### config.mk
export PLATFORM = sky130hd
export DESIGN_NAME = elevator_dispatcher
export DESIGN_NICKNAME = d
export VERILOG_FILES = /design/src/rtl/elevator_pkg.sv /design/src/rtl/elevator_call_picker.sv /design/src/rtl/elevator_dispatcher.sv
export SDC_FILE = /design/constraint.sdc
export NUM_CORES = 1
export LEC_CHECK = 0
export ABC_AREA = 1
export CAP_MARGIN = 0
export CORE_ASPECT_RATIO = 1.25
export CORE_MARGIN = 1.5
export CORE_UTILIZATION = 25
export CTS_BUF_LIST = sky130_fd_sc_hd__clkbuf_4 sky130_fd_sc_hd__clkbuf_8 sky130_fd_sc_hd__clkbuf_16
export CTS_CLUSTER_SIZE = 12
export DETAILED_ROUTE_END_ITERATION = 8
export DONT_BUFFER_PORTS = 1
export GPL_ROUTABILITY_DRIVEN = 0
export SLEW_MARGIN = 0
export SYNTH_ARGS = -nofsm -noshare
export SYNTH_HDL_FRONTEND = slang
export SYNTH_SLANG_ARGS = --single-unit
export TNS_END_PERCENT = 10
### constraint.sdc
create_clock -name clk -period 4.8 [get_ports clk]
set_input_delay 0.24 -clock clk [delete_from_list [all_inputs] [get_ports clk]]
set_output_delay 0.24 -clock clk [all_outputs]
set_load 0.005 [all_outputs]
### src/rtl/elevator_pkg.sv
// Shared types and default sizing for the two-car hall-call dispatcher.
package elevator_pkg;

  localparam int unsigned NUM_FLOORS_DEF = 4;
  localparam int unsigned FLOOR_W_DEF    = 2;

  typedef logic [FLOOR_W_DEF-1:0] floor_t;
  typedef enum logic [1:0] {IDLE, SCAN, ISSUE} disp_state_e;
  typedef logic car_id_t;

endpackage

### src/rtl/elevator_call_picker.sv
// Rotating-priority call selector: first requested floor at or above ptr, wrapping;
// saturated (aged) requests, when any exist, mask out the rest.
module elevator_call_picker #(
  parameter int unsigned NUM_FLOORS = 4,
  parameter int unsigned FLOOR_W    = 2
) (
  input  logic [NUM_FLOORS-1:0] req,
  input  logic [NUM_FLOORS-1:0] sat,
  input  logic [FLOOR_W-1:0]    ptr,
  output logic                  found,
  output logic [FLOOR_W-1:0]    sel
);

  logic [NUM_FLOORS-1:0] mask;

  always_comb begin
    int unsigned idx;
    logic [FLOOR_W-1:0] idx_f;
    idx   = 0;
    idx_f = '0;
    found = 1'b0;
    sel   = '0;
    mask  = (|(req & sat)) ? (req & sat) : req;
    for (int unsigned i = 0; i < NUM_FLOORS; i++) begin
      idx = 32'(ptr) + i;
      if (idx >= NUM_FLOORS) idx = idx - NUM_FLOORS;
      idx_f = FLOOR_W'(idx);
      if (!found && mask[idx_f]) begin
        found = 1'b1;
        sel   = idx_f;
      end
    end
  end

endmodule

### src/rtl/elevator_dispatcher.sv
// Two-car hall-call dispatcher: latches calls, picks round-robin, hands to nearest idle car.
// Optional call aging enabled by defining ELEV_DISPATCH_AGING_EN.
module elevator_dispatcher
  import elevator_pkg::*;
#(
  parameter int unsigned NUM_FLOORS = NUM_FLOORS_DEF,
  parameter int unsigned FLOOR_W    = FLOOR_W_DEF,
  parameter int unsigned AGE_LIMIT  = 15
) (
  input  logic                  clk,
  input  logic                  rst,
  input  logic [NUM_FLOORS-1:0] hall_req,
  input  logic [FLOOR_W-1:0]    car0_floor,
  input  logic                  car0_idle,
  input  logic                  car0_done,
  output logic [FLOOR_W-1:0]    car0_tgt,
  output logic                  car0_tgt_vld,
  input  logic                  car0_tgt_rdy,
  input  logic [FLOOR_W-1:0]    car1_floor,
  input  logic                  car1_idle,
  input  logic                  car1_done,
  output logic [FLOOR_W-1:0]    car1_tgt,
  output logic                  car1_tgt_vld,
  input  logic                  car1_tgt_rdy,
  output logic [NUM_FLOORS-1:0] pending,
  output logic [NUM_FLOORS-1:0] assigned
);

  disp_state_e           state_q, state_d;
  logic [NUM_FLOORS-1:0] pending_q, pending_d, assigned_q, assigned_d, owner_q, owner_d;
  logic [FLOOR_W-1:0]    rr_ptr_q, rr_ptr_d, tgt0_q, tgt0_d, tgt1_q, tgt1_d;
  logic                  tie_q, tie_d, busy0_q, busy0_d, busy1_q, busy1_d;
  car_id_t               sel_car_q, sel_car_d, pick_car;

  logic [NUM_FLOORS-1:0] waiting, sat;
  logic                  elig0, elig1, clr0, clr1, hs, pick_vld;
  logic [FLOOR_W-1:0]    pick_floor, iss_floor;
  logic [FLOOR_W:0]      dist0, dist1;

  assign waiting   = pending_q & ~assigned_q;
  assign elig0     = car0_idle & ~busy0_q;
  assign elig1     = car1_idle & ~busy1_q;
  assign clr0      = car0_done & busy0_q;
  assign clr1      = car1_done & busy1_q;
  assign iss_floor = sel_car_q ? tgt1_q : tgt0_q;
  assign hs        = (state_q == ISSUE) && (sel_car_q ? car1_tgt_rdy : car0_tgt_rdy);

  assign dist0 = (pick_floor >= car0_floor) ? ({1'b0, pick_floor} - {1'b0, car0_floor})
                                            : ({1'b0, car0_floor} - {1'b0, pick_floor});
  assign dist1 = (pick_floor >= car1_floor) ? ({1'b0, pick_floor} - {1'b0, car1_floor})
                                            : ({1'b0, car1_floor} - {1'b0, pick_floor});

  elevator_call_picker #(.NUM_FLOORS(NUM_FLOORS), .FLOOR_W(FLOOR_W)) u_picker (
    .req   (waiting),
    .sat   (sat),
    .ptr   (rr_ptr_q),
    .found (pick_vld),
    .sel   (pick_floor)
  );

`ifdef ELEV_DISPATCH_AGING_EN
  localparam int unsigned AGE_W = $clog2(AGE_LIMIT + 1);
  logic [AGE_W-1:0] age_q [NUM_FLOORS];
  logic [AGE_W-1:0] age_d [NUM_FLOORS];

  always_comb begin
    for (int unsigned f = 0; f < NUM_FLOORS; f++) begin
      age_d[f] = age_q[f];
      sat[f]   = (age_q[f] == AGE_W'(AGE_LIMIT));
      if (!waiting[f] || (hs && iss_floor == FLOOR_W'(f))) age_d[f] = '0;
      else if (!sat[f]) age_d[f] = age_q[f] + 1'b1;
    end
  end

  always_ff @(posedge clk or negedge rst) begin
    if (!rst) begin
      for (int unsigned f = 0; f < NUM_FLOORS; f++) age_q[f] <= '0;
    end else begin
      for (int unsigned f = 0; f < NUM_FLOORS; f++) age_q[f] <= age_d[f];
    end
  end
`else
  // A zero limit would saturate every waiting call at once, which selects exactly as round-robin.
  assign sat = (AGE_LIMIT == 0) ? waiting : '0;
`endif

  always_comb begin
    state_d    = state_q;
    pending_d  = pending_q | hall_req;
    assigned_d = assigned_q;
    owner_d    = owner_q;
    rr_ptr_d   = rr_ptr_q;
    tgt0_d     = tgt0_q;
    tgt1_d     = tgt1_q;
    tie_d      = tie_q;
    busy0_d    = busy0_q & ~clr0;
    busy1_d    = busy1_q & ~clr1;
    sel_car_d  = sel_car_q;
    pick_car   = 1'b0;

    // Arrival clears the floor even if the button is pressed again in the same cycle.
    for (int unsigned f = 0; f < NUM_FLOORS; f++) begin
      if (assigned_q[f] &&
          ((clr0 && tgt0_q == FLOOR_W'(f) && !owner_q[f]) ||
           (clr1 && tgt1_q == FLOOR_W'(f) &&  owner_q[f]))) begin
        pending_d[f]  = 1'b0;
        assigned_d[f] = 1'b0;
      end
    end

    case (state_q)
      IDLE: begin
        if (|waiting && (elig0 || elig1)) state_d = SCAN;
      end
      SCAN: begin
        if (!pick_vld || !(elig0 || elig1)) begin
          state_d = IDLE;
        end else begin
          if (elig0 && elig1) begin
            if (dist0 < dist1)      pick_car = 1'b0;
            else if (dist1 < dist0) pick_car = 1'b1;
            else begin
              pick_car = tie_q;
              tie_d    = ~tie_q;
            end
          end else begin
            pick_car = elig1;
          end
          if (pick_car) tgt1_d = pick_floor;
          else          tgt0_d = pick_floor;
          sel_car_d = pick_car;
          state_d   = ISSUE;
        end
      end
      ISSUE: begin
        if (hs) begin
          assigned_d[iss_floor] = 1'b1;
          owner_d[iss_floor]    = sel_car_q;
          if (sel_car_q) busy1_d = 1'b1;
          else           busy0_d = 1'b1;
          rr_ptr_d = (iss_floor == FLOOR_W'(NUM_FLOORS - 1)) ? '0 : iss_floor + 1'b1;
          state_d  = IDLE;
        end
      end
      default: state_d = IDLE;
    endcase
  end

  always_ff @(posedge clk or negedge rst) begin
    if (!rst) begin
      state_q    <= IDLE;
      pending_q  <= '0;
      assigned_q <= '0;
      owner_q    <= '0;
      rr_ptr_q   <= '0;
      tgt0_q     <= '0;
      tgt1_q     <= '0;
      tie_q      <= 1'b0;
      busy0_q    <= 1'b0;
      busy1_q    <= 1'b0;
      sel_car_q  <= 1'b0;
    end else begin
      state_q    <= state_d;
      pending_q  <= pending_d;
      assigned_q <= assigned_d;
      owner_q    <= owner_d;
      rr_ptr_q   <= rr_ptr_d;
      tgt0_q     <= tgt0_d;
      tgt1_q     <= tgt1_d;
      tie_q      <= tie_d;
      busy0_q    <= busy0_d;
      busy1_q    <= busy1_d;
      sel_car_q  <= sel_car_d;
    end
  end

  assign car0_tgt     = tgt0_q;
  assign car1_tgt     = tgt1_q;
  assign car0_tgt_vld = (state_q == ISSUE) && !sel_car_q;
  assign car1_tgt_vld = (state_q == ISSUE) &&  sel_car_q;
  assign pending      = pending_q;
  assign assigned     = assigned_q;

endmodule

# Yosys cells after proc, flatten, opt, wreduce, memory -nomap -nowiden

Cells that the tools add are included.
Widths: inputs -> output; s select.

Logic and storage cells: 175
Input bits: 16
Bits in registers: 24
Output and inout bits: 14

Add/sub/neg operators: 12
Reduce and logical (&&, ||, !) cells: 55
Bitwise gates (word level): 19
Multiplexer cells: 53
Equality and inequality tests: 11
Order comparisons: 14

Operator list:

| operator            | number |
|---|---|
| $logic_and 1x1->1   | 29 |
| $mux 1              | 29 |
| $mux 2              | 13 |
| $lt 2x3->1 const B  | 5 |
| $eq 2x2->1 const B  | 6 |
| $sub 2x2->3         | 4 |
| $logic_not 1->1     | 10 |
| $ge 3x3->1 const B  | 3 |
| $not 1->1           | 9 |
| $bmux 1 s2          | 4 |
| $mux 4              | 2 |
| $or 4x4->4          | 2 |
| $sub 2x1->2 const B | 4 |
| $add 2x2->3 const B | 2 |
| $and 1x1->1         | 6 |
| $eq 2x1->1 const B  | 3 |
| $logic_not 2->1     | 3 |
| $logic_or 1x1->1    | 6 |
| $lt 3x3->1          | 2 |
| $mux 3              | 2 |
| $pmux 2 s3          | 1 |
| $reduce_and 2->1    | 3 |
| $reduce_and 3->1    | 2 |
| $reduce_and 5->1    | 1 |
| 11 further kinds    | 13 |

# Logic depth before layout (Yosys ltp)

Depth after elaboration: 24
Gate-level depth with buffers: 26
Depth with buffers taken out: 25

# Hierarchy

From an unflattened synthesis, not the netlist that was laid out.

Cell total of the unflattened synthesis: 248
Area, all modules: 1905.6 um^2

Modules (own cells, without submodules):

| module               | area each (um^2) | seq. area each (um^2) | cells each | times used |
|---|---|---|---|---|
| elevator_dispatcher  | 1549.0           | 600.6                 | 182        | 1 |
| elevator_call_picker | 356.6            | 0.0                   | 66         | 1 |

# Worst setup path before layout

No wires, ideal clock.

Path kind: register to register
Start point: register rr_ptr_q[0]
End point: register tgt0_q[1] (netlist: car0_tgt[1])
Buffers on the path: 1
Required time: 4.683 ns
Setup slack: 1.839 ns
Clock period less this slack: 2.961 ns
Library setup time: 0.117 ns
Data arrival time: 2.844 ns
Stages on the path, launching flop included: 25
Cells stage by stage: dfrtp_1 -> buf_6 -> inv_8 -> nand3_1 -> nand2_1 -> nand2_1 -> nand2_1 -> nand2_1 -> nand4_1 -> nand2_2 -> inv_1 -> ha_1 -> inv_1 -> fa_1 -> inv_1 -> nand2_1 -> mux2i_1 -> ha_1 -> nand2_1 -> o21ai_0 -> nand3_1 -> o21ai_0 -> nand2_1 -> nand2_1 -> nand2_1

Cells in the longest elaborated chain, start to end: 24
Elaborated cells between the ends (all ways): 57
Classes of those cells: add/sub: 11; order compare: 8; mux: 27; bitwise: 2; reduce/logical: 9

Ends and longest elaborated chain:

| item                                                 | line                                                 | RTL |
|---|---|---|
| start, declared                                      | elevator_dispatcher.sv:31                            | `logic [FLOOR_W-1:0] rr_ptr_q, rr_ptr_d, tgt0_q, tgt0_d, tgt1_q, tgt1_d;` |
| start signal, assigned                               | elevator_dispatcher.sv:167                           | `rr_ptr_q <= rr_ptr_d;` |
| branches (longest 13 deep; another with $add 2x1->3) | n/a                                                  |  |
| $mux 2 (*)                                           | elevator_call_picker.sv:28                           | `if (!found && mask[idx_f]) begin` |
| net pick_floor[0]                                    | elevator_dispatcher.sv:37                            | `logic [FLOOR_W-1:0] pick_floor, iss_floor;` |
| $sub 2x2->3, or another cell as far along            | elevator_dispatcher.sv:51                            | `: ({1'b0, car1_floor} - {1'b0, pick_floor});` |
| $mux 3 (on tied branches)                            | elevator_dispatcher.sv:50, elevator_dispatcher.sv:48 |  |
| $lt 3x3->1                                           | elevator_dispatcher.sv:121                           | `else if (dist1 < dist0) pick_car = 1'b1;` |
| $mux 1                                               | elevator_dispatcher.sv:121                           |  |
| $mux 1 (*)                                           | elevator_dispatcher.sv:120                           | `if (dist0 < dist1) pick_car = 1'b0;` |
| $mux 1 (*)                                           | elevator_dispatcher.sv:119                           | `if (elig0 && elig1) begin` |
| $mux 1 (*)                                           | elevator_dispatcher.sv:116                           | `if (!pick_vld \|\| !(elig0 \|\| elig1)) begin` |
| $mux 1 (*)                                           | elevator_dispatcher.sv:111                           | `case (state_q)` |
| $not 1->1 (no line) (*)                              | n/a                                                  |  |
| $reduce_and 3->1 (no line) (*)                       | n/a                                                  |  |
| end signal, assigned                                 | elevator_dispatcher.sv:168                           | `tgt0_q <= tgt0_d;` |
| end, declared                                        | elevator_dispatcher.sv:31                            |  |

Mark *: on every way through the listed nets, which the timed path passes. The select of a mux whose other input is x is not followed.
A chain may end at the register's enable or synchronous reset.

# Worst setup path after layout

Same ends and word-level chain as after synthesis.

==> impl_metrics.csv <==
group,metric,value,unit
floorplan,dieArea,7280,sq um
clocking,cts_sinks,24,
floorplan,initial_core_util,0.258,
synth,netlist_instances,224,
clocking,tritoncts,"done",
global_routing,grt_max_degree,25,
synth,yosysSeqAreaShare,0.355,
finish,num-fill-cells,705,
setup_path,crit_path_start_kind,"flop",
floorplan,coreArea,6570,sq um
sta,period_needed,3490,ps
setup_path,crit_path_max_fanout,9,
clocking,post_cts_resize_count,0,
power_and_ir_drop,p_comb_frac,0.520,
setup_path,worst-endpoint-arrival,3650,ps
placed_design,place_ws,1350,ps
hold_path,hold_path.class,"in -> reg",
setup_path,timing.critical_path.to_type,"flop",
floorplan,die_x,76.6,um
setup_path,crit_type,"reg -> reg",
sta,finClkSkew,2.42,ps
clocking,clockBufferDepth,2,
power_and_ir_drop,p_seq_frac,0.355,
power_and_ir_drop,p_sw,442,uW
finish,multi_input_area,936,sq um
global_routing,grt_usage,0.108,
power_and_ir_drop,leakage,0.000923,uW
finish,antennaDiodeCount,0,
synth,syn_nets,256,
synth,synth-warning-count,0,
finish,area_delta_synth_final,9.68,%
floorplan,num_rows,33,
sta,tns,0,ps
finish,drive_above_1_share,0.0705,
placed_design,hpwlAfterDp,3.17,mm
drt,num_vias,1403,
sta,period_share,0.727,
power_and_ir_drop,peakVddDrop,0.116,mV
placed_design,placed_cell_area,1790,sq um
global_routing,grt-ovfl-total,0,
power_and_ir_drop,switching_share,0.477,
clocking,htreeDepth,1,
clocking,cts-root-buf,"clkbuf_8",
placed_design,portBuffers,0,
drt,wl_per_cell,12.0,um
synth,avgSynthCellArea,7.56,sq um
floorplan,die_h,95,um
synth,yosys_register_bits,24,
finish,nets,261,
drt,drtAntennaViolNets,0,
sta,hold_viol,0,
finish,mostFrequentLayoutCell,"nand2_1",
sta,slew_viol_final,0,
power_and_ir_drop,power,928,uW
clocking,clk_pin_slew,80,ps
drt,drc_errors,0,
global_routing,grt_pass1_wl,6.22,mm
sta,fin_hold_ws,65.5,ps
clocking,clock_latency,260,ps
sta,tightestPinTransition,589,ps
status,status,"completed",
drt,wl,3.77,mm
global_routing,antenna_found_initial,0,
finish,layout_common_cells,"68 x nand2_1, 32 x inv_1, 24 x dfrtp_1",
sta,rsz0062_at_grt,"no",
sta,maxSlewHeadroom,0.602,
drt,first_iter_violations,76,
drt,vias_per_cell,4.47,
synth,syn-cell-area,1690,sq um
sta,fin_ws,1310,ps
power_and_ir_drop,clkPwrFrac,0.126,
job,max_cap_viol_count,0,
setup_path,worstPathRequired,4960,ps
finish,postLayoutCellArea,1860,sq um
floorplan,ioPinCount,30,
clocking,cts_made_buffers,3,
synth,yosys.cell_types.count,26,
finish,seqCellArea,601,sq um
power_and_ir_drop,internal-power,486,uW
global_routing,grt_pass1_vias,1321,
power_and_ir_drop,power_density,500,nW/um^2
sta,clock.fmax,0.286,GHz
sta,finalSetupViolCount,0,
drt,drt_first_pass_iters,4,
-- worst paths after layout --
| path | from | endpoint | slack [ps] | cells past startpoint |
|---|---|---|---|---|
| max in group asynchronous | rst | pending[3]$_DFF_PN0_ | 4260 | 2 |
| worst max register to register | rr_ptr_q[0]$_DFFE_PN0P_ | car0_tgt[1]$_DFFE_PN0P_ | 1310 | 22 |
| min in group asynchronous | rst | tie_q$_DFFE_PN0P_ | 390 | 2 |
| worst max-delay path | rr_ptr_q[0]$_DFFE_PN0P_ | car0_tgt[1]$_DFFE_PN0P_ | 1310 | 22 |
| worst min-delay path | car1_done | busy1_q$_DFF_PN0_ | 70 | 1 |
| worst min register to register | state_q[1]$_DFFE_PN0P_ | state_q[0]$_DFFE_PN0P_ | 430 | 1 |
-- critical path: stages, from the launching register on --
cell and delay, ps:
dfrtp_1 590, nand3_1 210, nand3_2 120, nand2_2 70
nand2_1 80, nand2_1 50, nand2_1 70, nand2_2 100
inv_1 80, ha_1 140, inv_1 50, fa_1 350
inv_1 80, nand2_1 70, mux2i_1 150, ha_1 320
nand2_1 50, o21ai_0 190, nand3_1 140, o21ai_0 240
nand2_1 120, nand2_1 70, nand2_1 50
-- sequential cells by signal (all words and copies together), names as in the netlist --
name       count
assigned       4
busy0_q        1
busy1_q        1
car0_tgt       2
car1_tgt       2
owner_q        4
pending        4
rr_ptr_q       2
sel_car_q      1
state_q        2
tie_q          1
-- cells in the mapped netlist --
master    instances  area, sq um
o31ai_1           1         7.51
o21ai_1           1         5.00
clkbuf_2          1         5.00
nor3_1            1         5.00
buf_6             1         11.3
a21boi_0          1         7.51
o22ai_1           2         12.5
ha_1             12          150
xnor2_1           1         8.76
mux2i_1           2         20.0
o41ai_1           4         35.0
dfrtp_1          24          601
inv_1            32          120
nand3_2           3         30.0
clkinv_2          1         5.00
inv_2             1         3.75
o21ai_0          16         80.1
nand4_1           8         50.1
nor2_1           14         52.6
a21oi_1           6         30.0
inv_8             1         11.3
nand2_1          68          255
nand3_1          12         60.1
fa_1              4         80.1
nand2_2           6         37.5
xor2_1            1         8.76
-- power groups by stage --
stage	Sequential, uW	Clock [uW]	Combinational [uW]
floorplan	296	0	414
global placement	331	0	472
detailed placement	333	0	479
CTS	329	119	488
global route	338	126	568
finish	329	117	482
-- cell families (layout without fill, tap and decap cells) --
family / after synthesis / in the layout / share of synthesized area
and+or+nand+nor: 112 / 112 / 0.290
buffers and inverters: 37 / 40 / 0.0924
AOI/OAI and AO/OA: 31 / 31 / 0.105
DFF: 24 / 24 / 0.355
adders and majority gates: 16 / 16 / 0.136
xor gates and xnor gates: 2 / 2 / 0.0103
muxes: 2 / 2 / 0.0118
-- per-layer routing --
layer,wire [um],global-route usage,up-vias,part of all wire
met3,258,0.0309,6,0.068
met5,0,0,-,0
met2,1890,0.191,33,0.50
met4,46,0.0370,0,0.012
li1,-,-,729,-
met1,1580,0.126,635,0.42
-- cell type report --
cell class | count | area share
repair buffers | 2 | 0.0162
clock buffers | 3 | 0.0222
multi-input cells | 163 | 0.504
flip-flops and latches | 24 | 0.323
inverters | 35 | 0.0755
well taps | 87 | 0.0586
-- stage by stage --
| step | util | cells |
|---|---|---|
| 5_1_grt | 0.283 | 314 |
| 3_5_place_dp | 0.272 | 309 |
| 6_report | 0.283 | 314 |
| 2_1_floorplan | - | 224 |
| 4_1_cts | 0.283 | 314 |
| 3_3_place_gp | 0.272 | 309 |
-- repair_timing --
| action | CTS | global route |
|---|---|---|
| setup buffers | 0 | 0 |
| hold endpoints to repair | 24 | 0 |
| hold buffers | 2 | 0 |
No activity file was read; power rests on OpenSTA's default activity.
